[src/rtl/seg7_scan_rx_if.sv]
// Bundles the scanned 7-segment lines and the frame read-back handshake.
// The display side drives the master modport and the decoder sits on the slave modport.
interface seg7_scan_rx_if #(
  parameter int NDIG = 4
);
  logic [6:0]        seg;
  logic [NDIG-1:0]   dig_sel;
  logic              out_ready;
  logic              out_valid;
  logic [4*NDIG-1:0] bcd;
  logic              out_bad;
  logic              seq_err;
  logic              overrun;

  modport master (
    output seg, dig_sel, out_ready,
    input  out_valid, bcd, out_bad, seq_err, overrun
  );

  modport slave (
    input  seg, dig_sel, out_ready,
    output out_valid, bcd, out_bad, seq_err, overrun
  );
endinterface

[src/rtl/seg7_scan_rx.sv]
// Scanned 7-segment bus decoder: qualifies stable {seg, dig_sel} dwells, decodes
// them back to BCD and emits whole NDIG-digit frames on a valid/ready interface.
module seg7_scan_rx #(
  parameter int NDIG   = 4,
  parameter int STABLE = 3
) (
  input logic           clk,
  input logic           rst_n,
  seg7_scan_rx_if.slave bus
);
  localparam int IW = $clog2(NDIG + 1);

  typedef enum logic [1:0] {HUNT, SCAN, COMPLETE} state_t;

  state_t            r_state, w_next;
  logic [6:0]        r_seg;
  logic [NDIG-1:0]   r_sel;
  logic [3:0]        r_cnt;
  logic              r_cap;
  logic [IW-1:0]     r_idx;
  logic [4*NDIG-1:0] r_slots, r_bcd;
  logic              r_bad, r_valid, r_out_bad, r_seq_err, r_overrun;

  logic       w_same, w_onehot, w_is_d0, w_expect, w_illegal;
  logic [3:0] w_code;
  logic       w_start, w_store, w_abort, w_load, w_drop;

  function automatic logic [3:0] f_decode(input logic [6:0] p);
    case (p)
      7'h3F:   return 4'h0;
      7'h06:   return 4'h1;
      7'h5B:   return 4'h2;
      7'h4F:   return 4'h3;
      7'h66:   return 4'h4;
      7'h6D:   return 4'h5;
      7'h7D:   return 4'h6;
      7'h07:   return 4'h7;
      7'h7F:   return 4'h8;
      7'h6F:   return 4'h9;
      7'h00:   return 4'hF;
      default: return 4'hE;
    endcase
  endfunction

  assign w_same    = ({bus.seg, bus.dig_sel} == {r_seg, r_sel});
  assign w_code    = f_decode(r_seg);
  assign w_illegal = (w_code == 4'hE);
  assign w_onehot  = ((r_sel & (r_sel - NDIG'(1))) == '0);
  assign w_is_d0   = (r_sel == NDIG'(1));
  assign w_expect  = (r_sel == (NDIG'(1) << r_idx));

  // r_cap marks the edge where the dwell counter reaches STABLE; the FSM acts
  // on it one edge later while r_seg/r_sel still hold the captured pair.
  always_ff @(posedge clk) begin
    if (!rst_n) begin
      r_seg <= '0;
      r_sel <= '0;
      r_cnt <= '0;
      r_cap <= 1'b0;
    end else begin
      // NOTE: state registers use non-blocking assignments so every flop samples pre-edge values.
      r_seg <= bus.seg;
      r_sel <= bus.dig_sel;
      r_cap <= w_same && (r_cnt == 4'(STABLE - 1)) && (bus.dig_sel != '0);
      if (!w_same)                     r_cnt <= 4'd1;
      else if (r_cnt != 4'(STABLE))    r_cnt <= r_cnt + 4'd1;
    end
  end

  always_ff @(posedge clk) begin
    if (!rst_n) r_state <= HUNT;
    else        r_state <= w_next;
  end

  always_comb begin
    // NOTE: a default before the case keeps every path assigned, so no latch is inferred.
    w_next = r_state;
    case (r_state)
      HUNT:     if (r_cap && w_is_d0) w_next = SCAN;
      SCAN:     if (r_cap) begin
                  if (w_onehot && w_expect) begin
                    if (r_idx == IW'(NDIG - 1)) w_next = COMPLETE;
                  end else if (!w_is_d0) begin
                    w_next = HUNT;
                  end
                end
      COMPLETE: w_next = (r_cap && w_is_d0) ? SCAN : HUNT;
      default:  w_next = HUNT;
    endcase
  end

  always_comb begin
    w_start = 1'b0;
    w_store = 1'b0;
    w_abort = 1'b0;
    w_load  = 1'b0;
    w_drop  = 1'b0;
    case (r_state)
      HUNT:     w_start = r_cap && w_is_d0;
      SCAN:     if (r_cap) begin
                  if (w_onehot && w_expect) begin
                    w_store = 1'b1;
                  end else begin
                    w_abort = 1'b1;
                    w_start = w_is_d0;
                  end
                end
      COMPLETE: begin
                  w_load  = !r_valid || bus.out_ready;
                  w_drop  = !w_load;
                  w_start = r_cap && w_is_d0;
                end
      default:  ;
    endcase
  end

  always_ff @(posedge clk) begin
    if (!rst_n) begin
      // NOTE: the slot store is a handful of flops, reset so a stale frame can never leak out.
      r_slots   <= '0;
      r_idx     <= '0;
      r_bad     <= 1'b0;
      r_valid   <= 1'b0;
      r_bcd     <= '0;
      r_out_bad <= 1'b0;
      r_seq_err <= 1'b0;
      r_overrun <= 1'b0;
    end else begin
      r_seq_err <= w_abort;
      r_overrun <= w_drop;
      if (w_start) begin
        r_slots[3:0] <= w_code;
        r_bad        <= w_illegal;
        r_idx        <= IW'(1);
      end else if (w_store) begin
        for (int i = 0; i < NDIG; i++)
          if (r_idx == IW'(i)) r_slots[4*i +: 4] <= w_code;
        r_bad <= r_bad | w_illegal;
        r_idx <= r_idx + IW'(1);
      end
      if (w_load) begin
        r_valid   <= 1'b1;
        r_bcd     <= r_slots;
        r_out_bad <= r_bad;
      end else if (r_valid && bus.out_ready) begin
        r_valid <= 1'b0;
      end
    end
  end

  assign bus.out_valid = r_valid;
  assign bus.bcd       = r_bcd;
  assign bus.out_bad   = r_out_bad;
  assign bus.seq_err   = r_seq_err;
  assign bus.overrun   = r_overrun;
endmodule

[src/flat_wrapper.sv]
// flat-port wrapper written by rule: the top's interface ports become plain ports
module seg7_scan_rx_flat 
#(
  parameter int NDIG   = 4,
  parameter int STABLE = 3
)
  (clk, rst_n, bus_seg, bus_dig_sel, bus_out_ready, bus_out_valid, bus_bcd, bus_out_bad, bus_seq_err, bus_overrun);
  seg7_scan_rx_if #(.NDIG(NDIG)) bus_i ();
  input logic clk;
  input logic rst_n;
  input wire logic [$bits(bus_i.seg)-1:0] bus_seg;
  input wire logic [$bits(bus_i.dig_sel)-1:0] bus_dig_sel;
  input wire logic [$bits(bus_i.out_ready)-1:0] bus_out_ready;
  output wire logic [$bits(bus_i.out_valid)-1:0] bus_out_valid;
  output wire logic [$bits(bus_i.bcd)-1:0] bus_bcd;
  output wire logic [$bits(bus_i.out_bad)-1:0] bus_out_bad;
  output wire logic [$bits(bus_i.seq_err)-1:0] bus_seq_err;
  output wire logic [$bits(bus_i.overrun)-1:0] bus_overrun;
  assign bus_i.seg = bus_seg;
  assign bus_i.dig_sel = bus_dig_sel;
  assign bus_i.out_ready = bus_out_ready;
  assign bus_out_valid = bus_i.out_valid;
  assign bus_bcd = bus_i.bcd;
  assign bus_out_bad = bus_i.out_bad;
  assign bus_seq_err = bus_i.seq_err;
  assign bus_overrun = bus_i.overrun;
  seg7_scan_rx #(.NDIG(NDIG), .STABLE(STABLE)) u_core (.clk(clk), .rst_n(rst_n), .bus(bus_i));
endmodule
[config.mk]
export PLATFORM = sky130hd
export DESIGN_NAME = seg7_scan_rx_flat
export DESIGN_NICKNAME = d
export VERILOG_FILES = /design/src/rtl/seg7_scan_rx_if.sv /design/src/rtl/seg7_scan_rx.sv /design/src/flat_wrapper.sv
export SDC_FILE = /design/constraint.sdc
export NUM_CORES = 1
export LEC_CHECK = 0
export CORE_UTILIZATION = 60
export DETAILED_ROUTE_END_ITERATION = 16
export DONT_BUFFER_PORTS = 1
export HOLD_SLACK_MARGIN = 0.1
export PLACE_DENSITY = 0.8
export SETUP_SLACK_MARGIN = 0.05
export SYNTH_ARGS = -nofsm -noshare
export SYNTH_HDL_FRONTEND = slang
export SYNTH_SLANG_ARGS = --single-unit
[constraint.sdc]
create_clock -name clk -period 6.5 [get_ports clk]
set_input_delay 1.3 -clock clk [delete_from_list [all_inputs] [get_ports clk]]
set_output_delay 1.3 -clock clk [all_outputs]
set_load 0.03 [all_outputs]
==> metrics.txt, run 1 <==
# TYPE chip_impl_metric gauge
chip_impl_info{name="status",value="complete, no violations"} 1
chip_impl_info{name="tritoncts_clock_tree",value="done"} 1
chip_impl_metric{name="synth-xor-area-share",unit="%"} 5.20
chip_impl_metric{name="grtUsageTotal",unit="%"} 23.9
chip_impl_metric{name="num-fill-cells",unit=""} 359
chip_impl_metric{name="htree_levels",unit=""} 3
chip_impl_metric{name="detail_route.wirelength",unit="µm"} 5280
chip_impl_metric{name="cellPowerDensity",unit="nW/µm²"} 271
chip_impl_metric{name="vdd_ir_drop_max",unit="mV"} 0.161
chip_impl_metric{name="placedInstanceArea",unit="µm²"} 2690
chip_impl_metric{name="preCtsSetupSlack",unit="ps"} 4130
chip_impl_metric{name="cells_after_dpl",unit=""} 343
chip_impl_metric{name="grt_start_max_net_pins",unit=""} 38
chip_impl_metric{name="total_leakage_power",unit="nW"} 0.941
chip_impl_metric{name="switchingPower",unit="mW"} 0.165
chip_impl_metric{name="worst-slew-pin-transition",unit="ps"} 742
chip_impl_metric{name="routed_length_per_instance",unit="µm"} 14.7
chip_impl_metric{name="core_box_area",unit="µm²"} 4320
chip_impl_info{name="critPathSlowestCell",value="sky130_fd_sc_hd__dfxtp_1"} 1
chip_impl_metric{name="maxSlewViolCount",unit=""} 0
chip_impl_metric{name="setup_tns",unit="ps"} 0
chip_impl_metric{name="tritoncts.num_buffers",unit=""} 9
chip_impl_metric{name="syn_area_per_cell",unit="µm²"} 8.80
chip_impl_info{name="worstPathCellList",value="inv_1 -> ha_1 -> xnor2_1 -> and4b_1 -> o22ai_4 -> o21bai_1 -> a211oi_1 -> a2111oi_1"} 1
chip_impl_metric{name="cts_repair_resize_count",unit=""} 0
chip_impl_metric{name="yosys.area_share.simple",unit="%"} 27.2
chip_impl_info{name="netlist_top_cells_area",value="sky130_fd_sc_hd__dfxtp_1 43%, sky130_fd_sc_hd__nand2_1 7.2%, sky130_fd_sc_hd__mux2i_1 5.2%, sky130_fd_sc_hd__xnor2_1 4.6%, sky130_fd_sc_hd__a21oi_1 4.3%"} 1
chip_impl_metric{name="layout-area-overhead-vs-synth",unit="%"} 8.69
chip_impl_metric{name="number_of_global_route_vias_before_repair",unit=""} 2021
chip_impl_metric{name="synth_sequential_area_ratio",unit="%"} 43.1
chip_impl_metric{name="synth_cells",unit=""} 306
chip_impl_metric{name="finalPower",unit="mW"} 0.794
chip_impl_metric{name="insertedDiodeCount",unit=""} 0
chip_impl_metric{name="floorplan.die.width",unit="µm"} 69.0
chip_impl_metric{name="count_of_final_hold_check_violations",unit=""} 0
chip_impl_metric{name="seqCellArea",unit="µm²"} 1160
chip_impl_metric{name="cp.arrival",unit="ps"} 2550
chip_impl_metric{name="p_seq_share",unit="%"} 46.4
chip_impl_info{name="synth_area_leader_cell",value="sky130_fd_sc_hd__dfxtp_1"} 1
chip_impl_metric{name="synth_enable_flop_cells",unit=""} 0
chip_impl_metric{name="design.final.nets",unit=""} 323
chip_impl_metric{name="swShare",unit="%"} 20.8
chip_impl_info{name="hold_path_class",value="reg -> reg"} 1
chip_impl_metric{name="postCtsSetupBuffers",unit=""} 0
chip_impl_info{name="worst-setup-path-type",value="reg -> reg"} 1
chip_impl_metric{name="synth_top_cell_area_share",unit="%"} 43.1
chip_impl_metric{name="portBuffers",unit=""} 0
chip_impl_metric{name="timing.critical_path.fanout_max",unit=""} 9
chip_impl_metric{name="max_cap_viol_count",unit=""} 0
chip_impl_metric{name="tritoncts_num_sinks",unit=""} 58
chip_impl_metric{name="initial_utilization",unit="%"} 62.3
chip_impl_metric{name="synth-warning-count",unit=""} 0
chip_impl_metric{name="fmax",unit="MHz"} 421
chip_impl_metric{name="synth.cell_area",unit="µm²"} 2690
chip_impl_metric{name="drt-pass1-iter-count",unit=""} 4
chip_impl_metric{name="drc",unit=""} 0
chip_impl_info{name="largest_family_of_logic_cells_by_synthesized_area",value="simple AND/OR/NAND/NOR gates"} 1
chip_impl_metric{name="insertion_delay",unit="ps"} 340
chip_impl_info{name="mostFrequentLayoutCells",value="58 x sky130_fd_sc_hd__dfxtp_1, 52 x sky130_fd_sc_hd__nand2_1, 23 x sky130_fd_sc_hd__nor2_1, 23 x sky130_fd_sc_hd__a21oi_1"} 1
chip_impl_metric{name="critPathRequiredTime",unit="ps"} 6680
chip_impl_metric{name="ctsHoldBuffers",unit=""} 0
chip_impl_metric{name="postLayoutCellArea",unit="µm²"} 2930
chip_impl_metric{name="die-area",unit="µm²"} 4760
chip_impl_metric{name="routed_via_density",unit=""} 5.76
chip_impl_metric{name="detail-route-antenna-nets",unit=""} 0
chip_impl_metric{name="synth_fp_nets",unit=""} 327
chip_impl_metric{name="detail_route.iter0.violations",unit=""} 155
chip_impl_metric{name="crit_path_max_incr_delay",unit="ps"} 480
chip_impl_metric{name="timing.clock.skew",unit="ps"} 8.88
chip_impl_metric{name="gp_congestion",unit=""} 0.844
chip_impl_metric{name="multiInputGateArea",unit="µm²"} 1430
chip_impl_metric{name="finalSetupViolCount",unit=""} 0
chip_impl_metric{name="fin_hold_ws",unit="ps"} 448
chip_impl_info{name="ys_dominant_reg_cell",value="sky130_fd_sc_hd__dfxtp_1"} 1
chip_impl_metric{name="finalWorstSetupSlack",unit="ps"} 4130
chip_impl_metric{name="post_synth_mux_area_share",unit="%"} 6.04
chip_impl_info{name="layout.cells.most_common",value="sky130_fd_sc_hd__dfxtp_1"} 1
chip_impl_metric{name="async_reset_ff_share",unit="%"} 0
chip_impl_metric{name="synth_fa_ha_area_share",unit="%"} 3.25
chip_impl_metric{name="post_synthesis_compound_gate_area_fraction",unit="%"} 11.6
chip_impl_metric{name="clock_power_share",unit="%"} 49.7
chip_impl_info{name="root_buffer",value="sky130_fd_sc_hd__clkbuf_8"} 1
chip_impl_metric{name="die-height",unit="µm"} 69.0
chip_impl_metric{name="initial_antenna_violation_count",unit=""} 0
chip_impl_metric{name="internal-power",unit="mW"} 0.629
chip_impl_metric{name="ys_seq_elements",unit=""} 58
chip_impl_metric{name="overflow",unit=""} 0
chip_impl_metric{name="ios",unit=""} 34
chip_impl_metric{name="layout_worst_path_cycle_share",unit="%"} 36.5
chip_impl_metric{name="post_detail_place_hpwl",unit="µm"} 3710
chip_impl_metric{name="max-clock-path-buffers",unit=""} 2
chip_impl_metric{name="synth_cell_type_count",unit=""} 49
chip_impl_metric{name="dr_vias",unit=""} 2067
chip_impl_metric{name="combPwrFrac",unit="%"} 4.0
chip_impl_metric{name="core.rowCount",unit=""} 24
chip_impl_metric{name="first_pass_grt_wire_length",unit="µm"} 9030
chip_impl_metric{name="maxSlewHeadroom",unit="%"} 50.2
chip_impl_metric{name="layout-drive-gt1-share",unit="%"} 8.79
chip_impl_metric{name="post_layout_nonfiller_instances",unit=""} 359
chip_impl_metric{name="clk_transition_reported_paths",unit="ps"} 70
chip_impl_metric{name="layout_min_cycle_time",unit="ps"} 2370
chip_impl_info{name="cp-start-kind",value="flop"} 1
chip_impl_metric{name="postLayoutCoreUtil",unit="%"} 67.7
chip_impl_info{name="setup.worst_path.end_class",value="flop"} 1
chip_impl_info{name="rsz_0062_raised_after_global_routing",value="false"} 1
-- synthesized netlist by cell type, types with 8 or more instances --
master                     number
sky130_fd_sc_hd__a21oi_1       23
sky130_fd_sc_hd__and2_1        13
sky130_fd_sc_hd__clkbuf_1      12
sky130_fd_sc_hd__dfxtp_1       58
sky130_fd_sc_hd__inv_1          8
sky130_fd_sc_hd__mux2i_1       14
sky130_fd_sc_hd__nand2_1       52
sky130_fd_sc_hd__nand3_1        9
sky130_fd_sc_hd__nor2_1        23
sky130_fd_sc_hd__nor3_1         8
sky130_fd_sc_hd__o21ai_0        8
sky130_fd_sc_hd__xnor2_1       14
-- per-layer routing --
layer	wire length, µm	global-route usage, %	vias to the layer above
li1	-	-	1044
met1	2460	30.7	964
met2	2500	36.9	51
met3	222	5.85	8
met4	93	12.7	0
met5	0	0	-
-- critical path, delay by kind of cell (launching register included) --
family,cells,cell delay [ps]
adders and majority gates,1,280
xor gates and xnor gates,1,150
AOI/OAI and AO/OA,4,1000
and+or+nand+nor,1,230
buffers and inverters,1,80
DFF,1,480
-- area by class of cell --
cell class                      count  area share, %
Multi-Input combinational cell    224           49.0
Sequential cell                    58           39.7
Clock buffer                       11           4.49
Clock inverter                      5           3.50
Tap cell                           52           2.22
Inverter                            9           1.15
-- state kept, by name, summed over array words and instances (netlist names), 2 cells and up --
name	cells
u_core.bus.bcd	16
u_core.r_cnt	4
u_core.r_idx	3
u_core.r_seg	7
u_core.r_sel	4
u_core.r_slots	16
u_core.r_state	2
-- power groups by stage --
stage                     clock network [mW]  logic (mW)  registers (mW)
after global placement                     0      0.0305           0.376
after CTS                              0.398      0.0315           0.368
after global routing                   0.416      0.0348           0.369
after detailed placement                   0      0.0314           0.376
after floorplan                            0      0.0336           0.370
final                                  0.394      0.0316           0.368
-- logic make-up (layout without fill, tap and decap cells) --
kind of cell,count (synthesis),in the layout
DFF,58,58
buffers and inverters,24,25
muxes,16,16
adders and majority gates,7,7
AOI/OAI and AO/OA,50,50
xor gates and xnor gates,16,16
and+or+nand+nor,135,135
-- path summary, 6_finish.rpt --
path | start | to | slack, ps | depth (start not counted)
worst max-delay path | u_core.r_idx[2] | u_core.r_idx[2] | 4130 | 8
worst min-delay path | u_core.r_slots[11] | u_core.bus.bcd[11] | 450 | 2
worst max register to register | u_core.r_idx[2] | u_core.r_idx[2] | 4130 | 8
worst min register to register | u_core.r_slots[11] | u_core.bus.bcd[11] | 450 | 2
Power figures use the tool's default switching activity.
==> inputs of run 2 (changes only) <==
ABC_AREA = 1   (was default)
clock period = 2.2 ns   (was 6.5 ns; I/O delays follow)
==> metrics.txt, run 2 <==
# TYPE chip_impl_metric gauge
chip_impl_info{name="status",value="complete, no violations"} 1
chip_impl_metric{name="syn_area_per_cell",unit="µm²"} 7.03
chip_impl_metric{name="ctsHoldBuffers",unit=""} 0
chip_impl_metric{name="timing.critical_path.fanout_max",unit=""} 9
chip_impl_info{name="root_buffer",value="sky130_fd_sc_hd__clkbuf_8"} 1
chip_impl_metric{name="finalSetupViolCount",unit=""} 0
chip_impl_info{name="setup.worst_path.end_class",value="flop"} 1
chip_impl_metric{name="detail_route.wirelength",unit="µm"} 5160
chip_impl_metric{name="insertion_delay",unit="ps"} 340
chip_impl_metric{name="core.rowCount",unit=""} 24
chip_impl_metric{name="post_layout_nonfiller_instances",unit=""} 461
chip_impl_metric{name="num-fill-cells",unit=""} 399
chip_impl_metric{name="layout-drive-gt1-share",unit="%"} 11.2
chip_impl_info{name="cp-start-kind",value="flop"} 1
chip_impl_metric{name="synth_sequential_area_ratio",unit="%"} 41.3
chip_impl_metric{name="ys_seq_elements",unit=""} 58
chip_impl_metric{name="htree_levels",unit=""} 3
chip_impl_metric{name="initial_utilization",unit="%"} 63.7
chip_impl_metric{name="die-area",unit="µm²"} 4960
chip_impl_info{name="worst-setup-path-type",value="reg -> reg"} 1
chip_impl_metric{name="cellPowerDensity",unit="nW/µm²"} 730
chip_impl_metric{name="drc",unit=""} 0
chip_impl_metric{name="grtUsageTotal",unit="%"} 22.9
chip_impl_metric{name="routed_via_density",unit=""} 5.05
chip_impl_metric{name="maxSlewViolCount",unit=""} 0
chip_impl_metric{name="yosys.area_share.simple",unit="%"} 36.9
chip_impl_metric{name="floorplan.die.width",unit="µm"} 70.5
chip_impl_metric{name="first_pass_grt_wire_length",unit="µm"} 8980
chip_impl_metric{name="layout_worst_path_cycle_share",unit="%"} 87.1
chip_impl_info{name="layout.cells.most_common",value="sky130_fd_sc_hd__nor2_1"} 1
chip_impl_metric{name="cts_repair_resize_count",unit=""} 0
chip_impl_metric{name="detail_route.iter0.violations",unit=""} 96
chip_impl_info{name="rsz_0062_raised_after_global_routing",value="false"} 1
chip_impl_info{name="netlist_top_cells_area",value="sky130_fd_sc_hd__dfxtp_1 41%, sky130_fd_sc_hd__nor2_1 12%, sky130_fd_sc_hd__nand2_1 11%, sky130_fd_sc_hd__inv_1 5.5%, sky130_fd_sc_hd__o21ai_0 4.5%"} 1
chip_impl_metric{name="critPathRequiredTime",unit="ps"} 2430
chip_impl_info{name="tritoncts_clock_tree",value="done"} 1
chip_impl_metric{name="dr_vias",unit=""} 2328
chip_impl_metric{name="max-clock-path-buffers",unit=""} 2
chip_impl_metric{name="setup_tns",unit="ps"} 0
chip_impl_metric{name="vdd_ir_drop_max",unit="mV"} 0.429
chip_impl_metric{name="insertedDiodeCount",unit=""} 0
chip_impl_metric{name="tritoncts.num_buffers",unit=""} 9
chip_impl_info{name="synth.top_cells.by_count",value="92 x sky130_fd_sc_hd__nor2_1, 81 x sky130_fd_sc_hd__nand2_1, 58 x sky130_fd_sc_hd__dfxtp_1, 41 x sky130_fd_sc_hd__inv_1, 25 x sky130_fd_sc_hd__o21ai_0"} 1
chip_impl_metric{name="fmax",unit="MHz"} 522
chip_impl_metric{name="synth_fp_nets",unit=""} 421
chip_impl_metric{name="synth-warning-count",unit=""} 0
chip_impl_metric{name="gp_congestion",unit=""} 0.951
chip_impl_metric{name="grt_start_max_net_pins",unit=""} 51
chip_impl_metric{name="design.final.nets",unit=""} 425
chip_impl_metric{name="synth_cell_type_count",unit=""} 30
chip_impl_metric{name="worst-slew-pin-transition",unit="ps"} 419
chip_impl_metric{name="synth-xor-area-share",unit="%"} 3.74
chip_impl_metric{name="routed_length_per_instance",unit="µm"} 11.2
chip_impl_metric{name="core_box_area",unit="µm²"} 4410
chip_impl_metric{name="post_detail_place_hpwl",unit="µm"} 3750
chip_impl_info{name="ys_dominant_reg_cell",value="sky130_fd_sc_hd__dfxtp_1"} 1
chip_impl_info{name="largest_family_of_logic_cells_by_synthesized_area",value="simple AND/OR/NAND/NOR gates"} 1
chip_impl_metric{name="clk_transition_reported_paths",unit="ps"} 70
chip_impl_info{name="synth_area_leader_cell",value="sky130_fd_sc_hd__dfxtp_1"} 1
chip_impl_metric{name="post_synthesis_compound_gate_area_fraction",unit="%"} 6.90
chip_impl_metric{name="synth_cells",unit=""} 400
chip_impl_metric{name="synth_enable_flop_cells",unit=""} 0
chip_impl_metric{name="synth_top_cell_area_share",unit="%"} 41.3
chip_impl_metric{name="synth_fa_ha_area_share",unit="%"} 3.12
chip_impl_metric{name="max_cap_viol_count",unit=""} 0
chip_impl_metric{name="drt-pass1-iter-count",unit=""} 4
chip_impl_metric{name="initial_antenna_violation_count",unit=""} 0
chip_impl_info{name="hold_path_class",value="in -> reg"} 1
chip_impl_metric{name="number_of_global_route_vias_before_repair",unit=""} 2170
chip_impl_metric{name="overflow",unit=""} 0
chip_impl_metric{name="fin_hold_ws",unit="ps"} 197
chip_impl_metric{name="detail-route-antenna-nets",unit=""} 0
chip_impl_info{name="mostFrequentLayoutCells",value="92 x sky130_fd_sc_hd__nor2_1, 81 x sky130_fd_sc_hd__nand2_1, 58 x sky130_fd_sc_hd__dfxtp_1"} 1
chip_impl_metric{name="timing.clock.skew",unit="ps"} 7.92
chip_impl_metric{name="postCtsSetupBuffers",unit=""} 0
chip_impl_info{name="yosys.cell_count.top_type",value="sky130_fd_sc_hd__nor2_1"} 1
chip_impl_metric{name="post_synth_mux_area_share",unit="%"} 0
chip_impl_metric{name="die-height",unit="µm"} 70.5
chip_impl_metric{name="maxSlewHeadroom",unit="%"} 71.9
chip_impl_metric{name="async_reset_ff_share",unit="%"} 0
chip_impl_metric{name="layout_min_cycle_time",unit="ps"} 1920
chip_impl_metric{name="synth.cell_area",unit="µm²"} 2810
chip_impl_metric{name="cells_after_dpl",unit=""} 445
chip_impl_metric{name="total_leakage_power",unit="nW"} 1.55
chip_impl_metric{name="ios",unit=""} 34
chip_impl_metric{name="count_of_final_hold_check_violations",unit=""} 0
chip_impl_metric{name="layout-area-overhead-vs-synth",unit="%"} 9.26
chip_impl_metric{name="portBuffers",unit=""} 0
chip_impl_metric{name="cp.arrival",unit="ps"} 2150
chip_impl_metric{name="tritoncts_num_sinks",unit=""} 58
[run 2: cell types whose count changed after synthesis, sizes merged, moves of 5 or more]
cell,previous run,this run
inv,9,50
and2,13,0
nand2,52,90
a211oi,5,0
a21oi,23,5
o21ai,10,31
nor2,23,98
clkbuf,12,6
mux2i,14,0
nand3,9,17
xnor2,14,8
[run 2: kinds of logic after synthesis]
group,Yosys count
and+or+nand+nor,226
adders and majority gates,7
buffers and inverters,59
xor gates and xnor gates,12
DFF,58
AOI/OAI and AO/OA,38
[run 2: layout make-up]
type	instances	area, µm²	share of cell area, %
clock buffers	9	124	4.03
clock inverters	7	93.8	3.05
inverters	51	194	6.31
multi-input cells	283	1430	46.4
flip-flops and latches	58	1160	37.8
well taps	52	65.1	2.12
repair buffers	1	7.51	0.244
[run 2: path summary, 6_finish.rpt]
path / start / to / slack [ps] / cells after the start
worst max-delay path: u_core.r_idx[0] / u_core.r_slots[11] / 280 / 14
worst max register to register: u_core.r_idx[0] / u_core.r_slots[11] / 280 / 14
worst min register to register: u_core.r_bad / u_core.r_bad / 470 / 2
worst min-delay path: bus_seg[2] / u_core.r_seg[2] / 200 / 2
[run 2: critical path: stages (launching register included)]
cell and delay (ps):
sky130_fd_sc_hd__dfxtp_1 340, sky130_fd_sc_hd__ha_1 210, sky130_fd_sc_hd__ha_2 200, sky130_fd_sc_hd__inv_2 90
sky130_fd_sc_hd__nand2_1 70, sky130_fd_sc_hd__o21ai_1 100, sky130_fd_sc_hd__nand2_2 80, sky130_fd_sc_hd__nor2_4 100
sky130_fd_sc_hd__nand2_4 90, sky130_fd_sc_hd__nor2_8 110, sky130_fd_sc_hd__nand2_4 130, sky130_fd_sc_hd__nor2_8 150
sky130_fd_sc_hd__nand2_1 60, sky130_fd_sc_hd__nand2_1 50, sky130_fd_sc_hd__nor2_1 40
[run 2: layer usage]
layer | global-route usage [%] | part of all wire (%) | vias up
li1 | - | - | 1251
met1 | 27.1 | 47 | 1029
met2 | 38.6 | 47 | 37
met3 | 4.47 | 4.1 | 11
met4 | 12.7 | 2.3 | 0
met5 | 0 | 0 | -
[run 2: power by group]
group          internal [mW]  total (mW)  switching [mW]
Clock                  0.634        1.07           0.431
Sequential              1.06        1.08          0.0162
Combinational         0.0400      0.0977          0.0577
Total                   1.74        2.24           0.505
[run 2: through the flow]
| step | setup slack, ps | total power [mW] | utilization [%] | cell area (µm²) |
|---|---|---|---|---|
| final | 283 | 2.24 | 69.6 | 3070 |
| after global placement | 319 | 1.20 | 64.6 | 2850 |
| after global routing | 68.9 | 2.32 | 69.6 | 3070 |
| after CTS | 233 | 2.27 | 69.5 | 3070 |
| after floorplan | 391 | 1.19 | - | 2810 |
| after detailed placement | 242 | 1.20 | 64.6 | 2850 |
==> inputs of run 3 (changes only) <==
CORE_UTILIZATION = 56   (was 60)
PLACE_DENSITY = 0.78   (was 0.8)
SKIP_CTS_REPAIR_TIMING = 1   (was default)
clock period = 1.7 ns   (was 2.2 ns; I/O delays follow)
==> metrics.txt, run 3 (same netlist as run 2, synthesis figures left out) <==
# TYPE chip_impl_metric gauge
chip_impl_metric{name="drt-pass1-iter-count",unit=""} 5
chip_impl_metric{name="multiInputGateArea",unit="µm²"} 1590
chip_impl_metric{name="layout-area-overhead-vs-synth",unit="%"} 26.5
chip_impl_metric{name="timing.critical_path.fanout_max",unit=""} 4
chip_impl_info{name="failed_checks",value="negative setup slack"} 1
chip_impl_metric{name="overflow",unit=""} 0
chip_impl_metric{name="finalWorstSetupSlack",unit="ps"} -133
chip_impl_metric{name="seqCellArea",unit="µm²"} 1170
chip_impl_metric{name="timing.clock.skew",unit="ps"} 10.4
chip_impl_metric{name="portBuffers",unit=""} 0
chip_impl_metric{name="num-fill-cells",unit=""} 362
chip_impl_metric{name="post_layout_nonfiller_instances",unit=""} 509
chip_impl_metric{name="insertedDiodeCount",unit=""} 0
chip_impl_info{name="worstPathCellList",value="ha_4 -> ha_4 -> nand2_4 -> o21ai_2 -> nand2_2 -> nor2_4 -> nand2_4 -> nor2_8 -> buf_12 -> nand2_4 -> a21oi_1 -> nor2_1"} 1
chip_impl_metric{name="design.final.nets",unit=""} 458
chip_impl_metric{name="max_cap_viol_count",unit=""} 0
chip_impl_metric{name="finalSetupViolCount",unit=""} 22
chip_impl_metric{name="htree_levels",unit=""} 3
chip_impl_metric{name="maxSlewViolCount",unit=""} 0
chip_impl_metric{name="clk_transition_reported_paths",unit="ps"} 60
chip_impl_metric{name="routed_length_per_instance",unit="µm"} 12.4
chip_impl_metric{name="total_leakage_power",unit="nW"} 1.75
chip_impl_metric{name="worst-slew-pin-transition",unit="ps"} 339
chip_impl_metric{name="layout_worst_path_cycle_share",unit="%"} 108
chip_impl_info{name="setup.worst_path.end_class",value="flop"} 1
chip_impl_metric{name="number_of_global_route_vias_before_repair",unit=""} 2282
chip_impl_metric{name="buffering_stage_count_on_the_worst_path_with_inverters_included",unit=""} 1
chip_impl_metric{name="initial_antenna_violation_count",unit=""} 0
chip_impl_metric{name="fmax",unit="MHz"} 546
chip_impl_metric{name="initial_utilization",unit="%"} 58.7
chip_impl_metric{name="detail_route.iter0.violations",unit=""} 116
chip_impl_metric{name="fin_hold_ws",unit="ps"} 96.2
chip_impl_info{name="status",value="finished, violations left"} 1
chip_impl_metric{name="crit_path_max_incr_delay",unit="ps"} 370
chip_impl_metric{name="grt_start_max_net_pins",unit=""} 51
chip_impl_metric{name="detail-route-antenna-nets",unit=""} 0
chip_impl_info{name="tritoncts_clock_tree",value="done"} 1
chip_impl_metric{name="post_detail_place_hpwl",unit="µm"} 4030
chip_impl_metric{name="postLayoutCoreUtil",unit="%"} 74.3
chip_impl_info{name="cpLargestDelayFamily",value="simple AND/OR/NAND/NOR gates"} 1
chip_impl_metric{name="die-height",unit="µm"} 72.9
chip_impl_info{name="worst-setup-path-type",value="reg -> reg"} 1
chip_impl_metric{name="max-clock-path-buffers",unit=""} 2
chip_impl_metric{name="layout_min_cycle_time",unit="ps"} 1830
chip_impl_metric{name="maxSlewHeadroom",unit="%"} 77.2
chip_impl_metric{name="ios",unit=""} 34
chip_impl_metric{name="die-area",unit="µm²"} 5310
chip_impl_metric{name="cells_after_dpl",unit=""} 474
chip_impl_info{name="cpMostUsedCell",value="sky130_fd_sc_hd__nand2_4"} 1
chip_impl_metric{name="core_box_area",unit="µm²"} 4790
chip_impl_metric{name="core.rowCount",unit=""} 25
chip_impl_info{name="layout.cells.most_common",value="sky130_fd_sc_hd__nor2_1"} 1
chip_impl_metric{name="tritoncts.num_buffers",unit=""} 9
chip_impl_metric{name="layout-drive-gt1-share",unit="%"} 21.5
chip_impl_metric{name="routed_via_density",unit=""} 5.04
chip_impl_metric{name="tritoncts_num_sinks",unit=""} 58
chip_impl_info{name="cp-start-kind",value="flop"} 1
chip_impl_metric{name="grtUsageTotal",unit="%"} 23.8
chip_impl_metric{name="count_of_final_hold_check_violations",unit=""} 0
chip_impl_metric{name="critPathRequiredTime",unit="ps"} 1940
chip_impl_info{name="mostFrequentLayoutCells",value="89 x sky130_fd_sc_hd__nor2_1, 69 x sky130_fd_sc_hd__nand2_1, 55 x sky130_fd_sc_hd__dfxtp_1"} 1
chip_impl_info{name="critPathSlowestCell",value="sky130_fd_sc_hd__dfxtp_4"} 1
chip_impl_metric{name="vdd_ir_drop_max",unit="mV"} 0.633
chip_impl_metric{name="drc",unit=""} 0
chip_impl_info{name="hold_path_class",value="in -> reg"} 1
chip_impl_metric{name="insertion_delay",unit="ps"} 350
chip_impl_metric{name="first_pass_grt_wire_length",unit="µm"} 9510
chip_impl_metric{name="gp_congestion",unit=""} 0.839
chip_impl_metric{name="detail_route.wirelength",unit="µm"} 6320
chip_impl_metric{name="cellPowerDensity",unit="nW/µm²"} 794
chip_impl_metric{name="dr_vias",unit=""} 2563
chip_impl_info{name="rsz_0062_raised_after_global_routing",value="true"} 1
chip_impl_metric{name="cp.arrival",unit="ps"} 2070
chip_impl_info{name="root_buffer",value="sky130_fd_sc_hd__clkbuf_8"} 1
chip_impl_metric{name="floorplan.die.width",unit="µm"} 72.9
==> run 3: cell count changes in the layout (fill, tap and decap cells not counted), moves of 5 or more <==
cell,before,now
sky130_fd_sc_hd__buf_4,1,15
sky130_fd_sc_hd__o21ai_0,25,20
sky130_fd_sc_hd__dlygate4sd3_1,0,15
sky130_fd_sc_hd__nand2_1,81,69
sky130_fd_sc_hd__o21ai_2,0,7
sky130_fd_sc_hd__nand2_2,3,11
==> run 3: per-layer routing <==
| metal | GRT usage, % | wire length (µm) | vias to the layer above |
|---|---|---|---|
| met3 | 7.60 | 284 | 16 |
| met5 | 0 | 0 | - |
| met1 | 26.2 | 2780 | 1165 |
| met4 | 11.3 | 195 | 0 |
| li1 | - | - | 1320 |
| met2 | 41.6 | 3060 | 62 |
==> run 3: worst register-to-register path, stage by stage, from the launching register on <==
cell and delay (ps):
sky130_fd_sc_hd__dfxtp_4 370, sky130_fd_sc_hd__ha_4 150, sky130_fd_sc_hd__ha_4 170, sky130_fd_sc_hd__nand2_4 60, sky130_fd_sc_hd__o21ai_2 140, sky130_fd_sc_hd__nand2_2 80, sky130_fd_sc_hd__nor2_4 100, sky130_fd_sc_hd__nand2_4 100
sky130_fd_sc_hd__nor2_8 160, sky130_fd_sc_hd__buf_12 120, sky130_fd_sc_hd__nand2_4 50, sky130_fd_sc_hd__a21oi_1 160, sky130_fd_sc_hd__nor2_1 50
==> run 3: cell type report <==
type | count | share of cell area (%)
inverter | 51 | 5.63
clock inverter | 5 | 1.51
clock buffer | 11 | 3.97
tap | 67 | 2.36
timing repair buffer | 33 | 8.83
multi-input combinational | 284 | 44.8
sequential | 58 | 32.9
==> run 3: report_power, final <==
group          internal, mW  switching [mW]
logic                0.0836          0.0974
registers              1.37          0.0201
clock network         0.711           0.542
total                  2.17           0.660
==> run 3: path summary, 6_finish.rpt <==
check,from,endpoint,slack [ps],cells after the start
hold / removal,bus_dig_sel[2],u_core.r_sel[2],100,2
setup reg to reg,u_core.r_idx[1],u_core.r_idx[2],-130,12
hold reg to reg,u_core.r_bad,u_core.r_bad,470,2
setup / recovery,u_core.r_idx[1],u_core.r_idx[2],-130,12
==> run 3: stage by stage <==
| step | setup WS, ps | setup TNS [ps] | power, mW | cell area (µm²) |
|---|---|---|---|---|
| after floorplan | -41.0 | -119 | 1.54 | 2860 |
| after global placement | -74.8 | -517 | 1.56 | 3040 |
| after detailed placement | -149 | -1730 | 1.56 | 3040 |
| after CTS | -159 | -2050 | 2.82 | 3240 |
| after global routing | -250 | -4600 | 2.93 | 3560 |
| final | -133 | -2130 | 2.83 | 3560 |
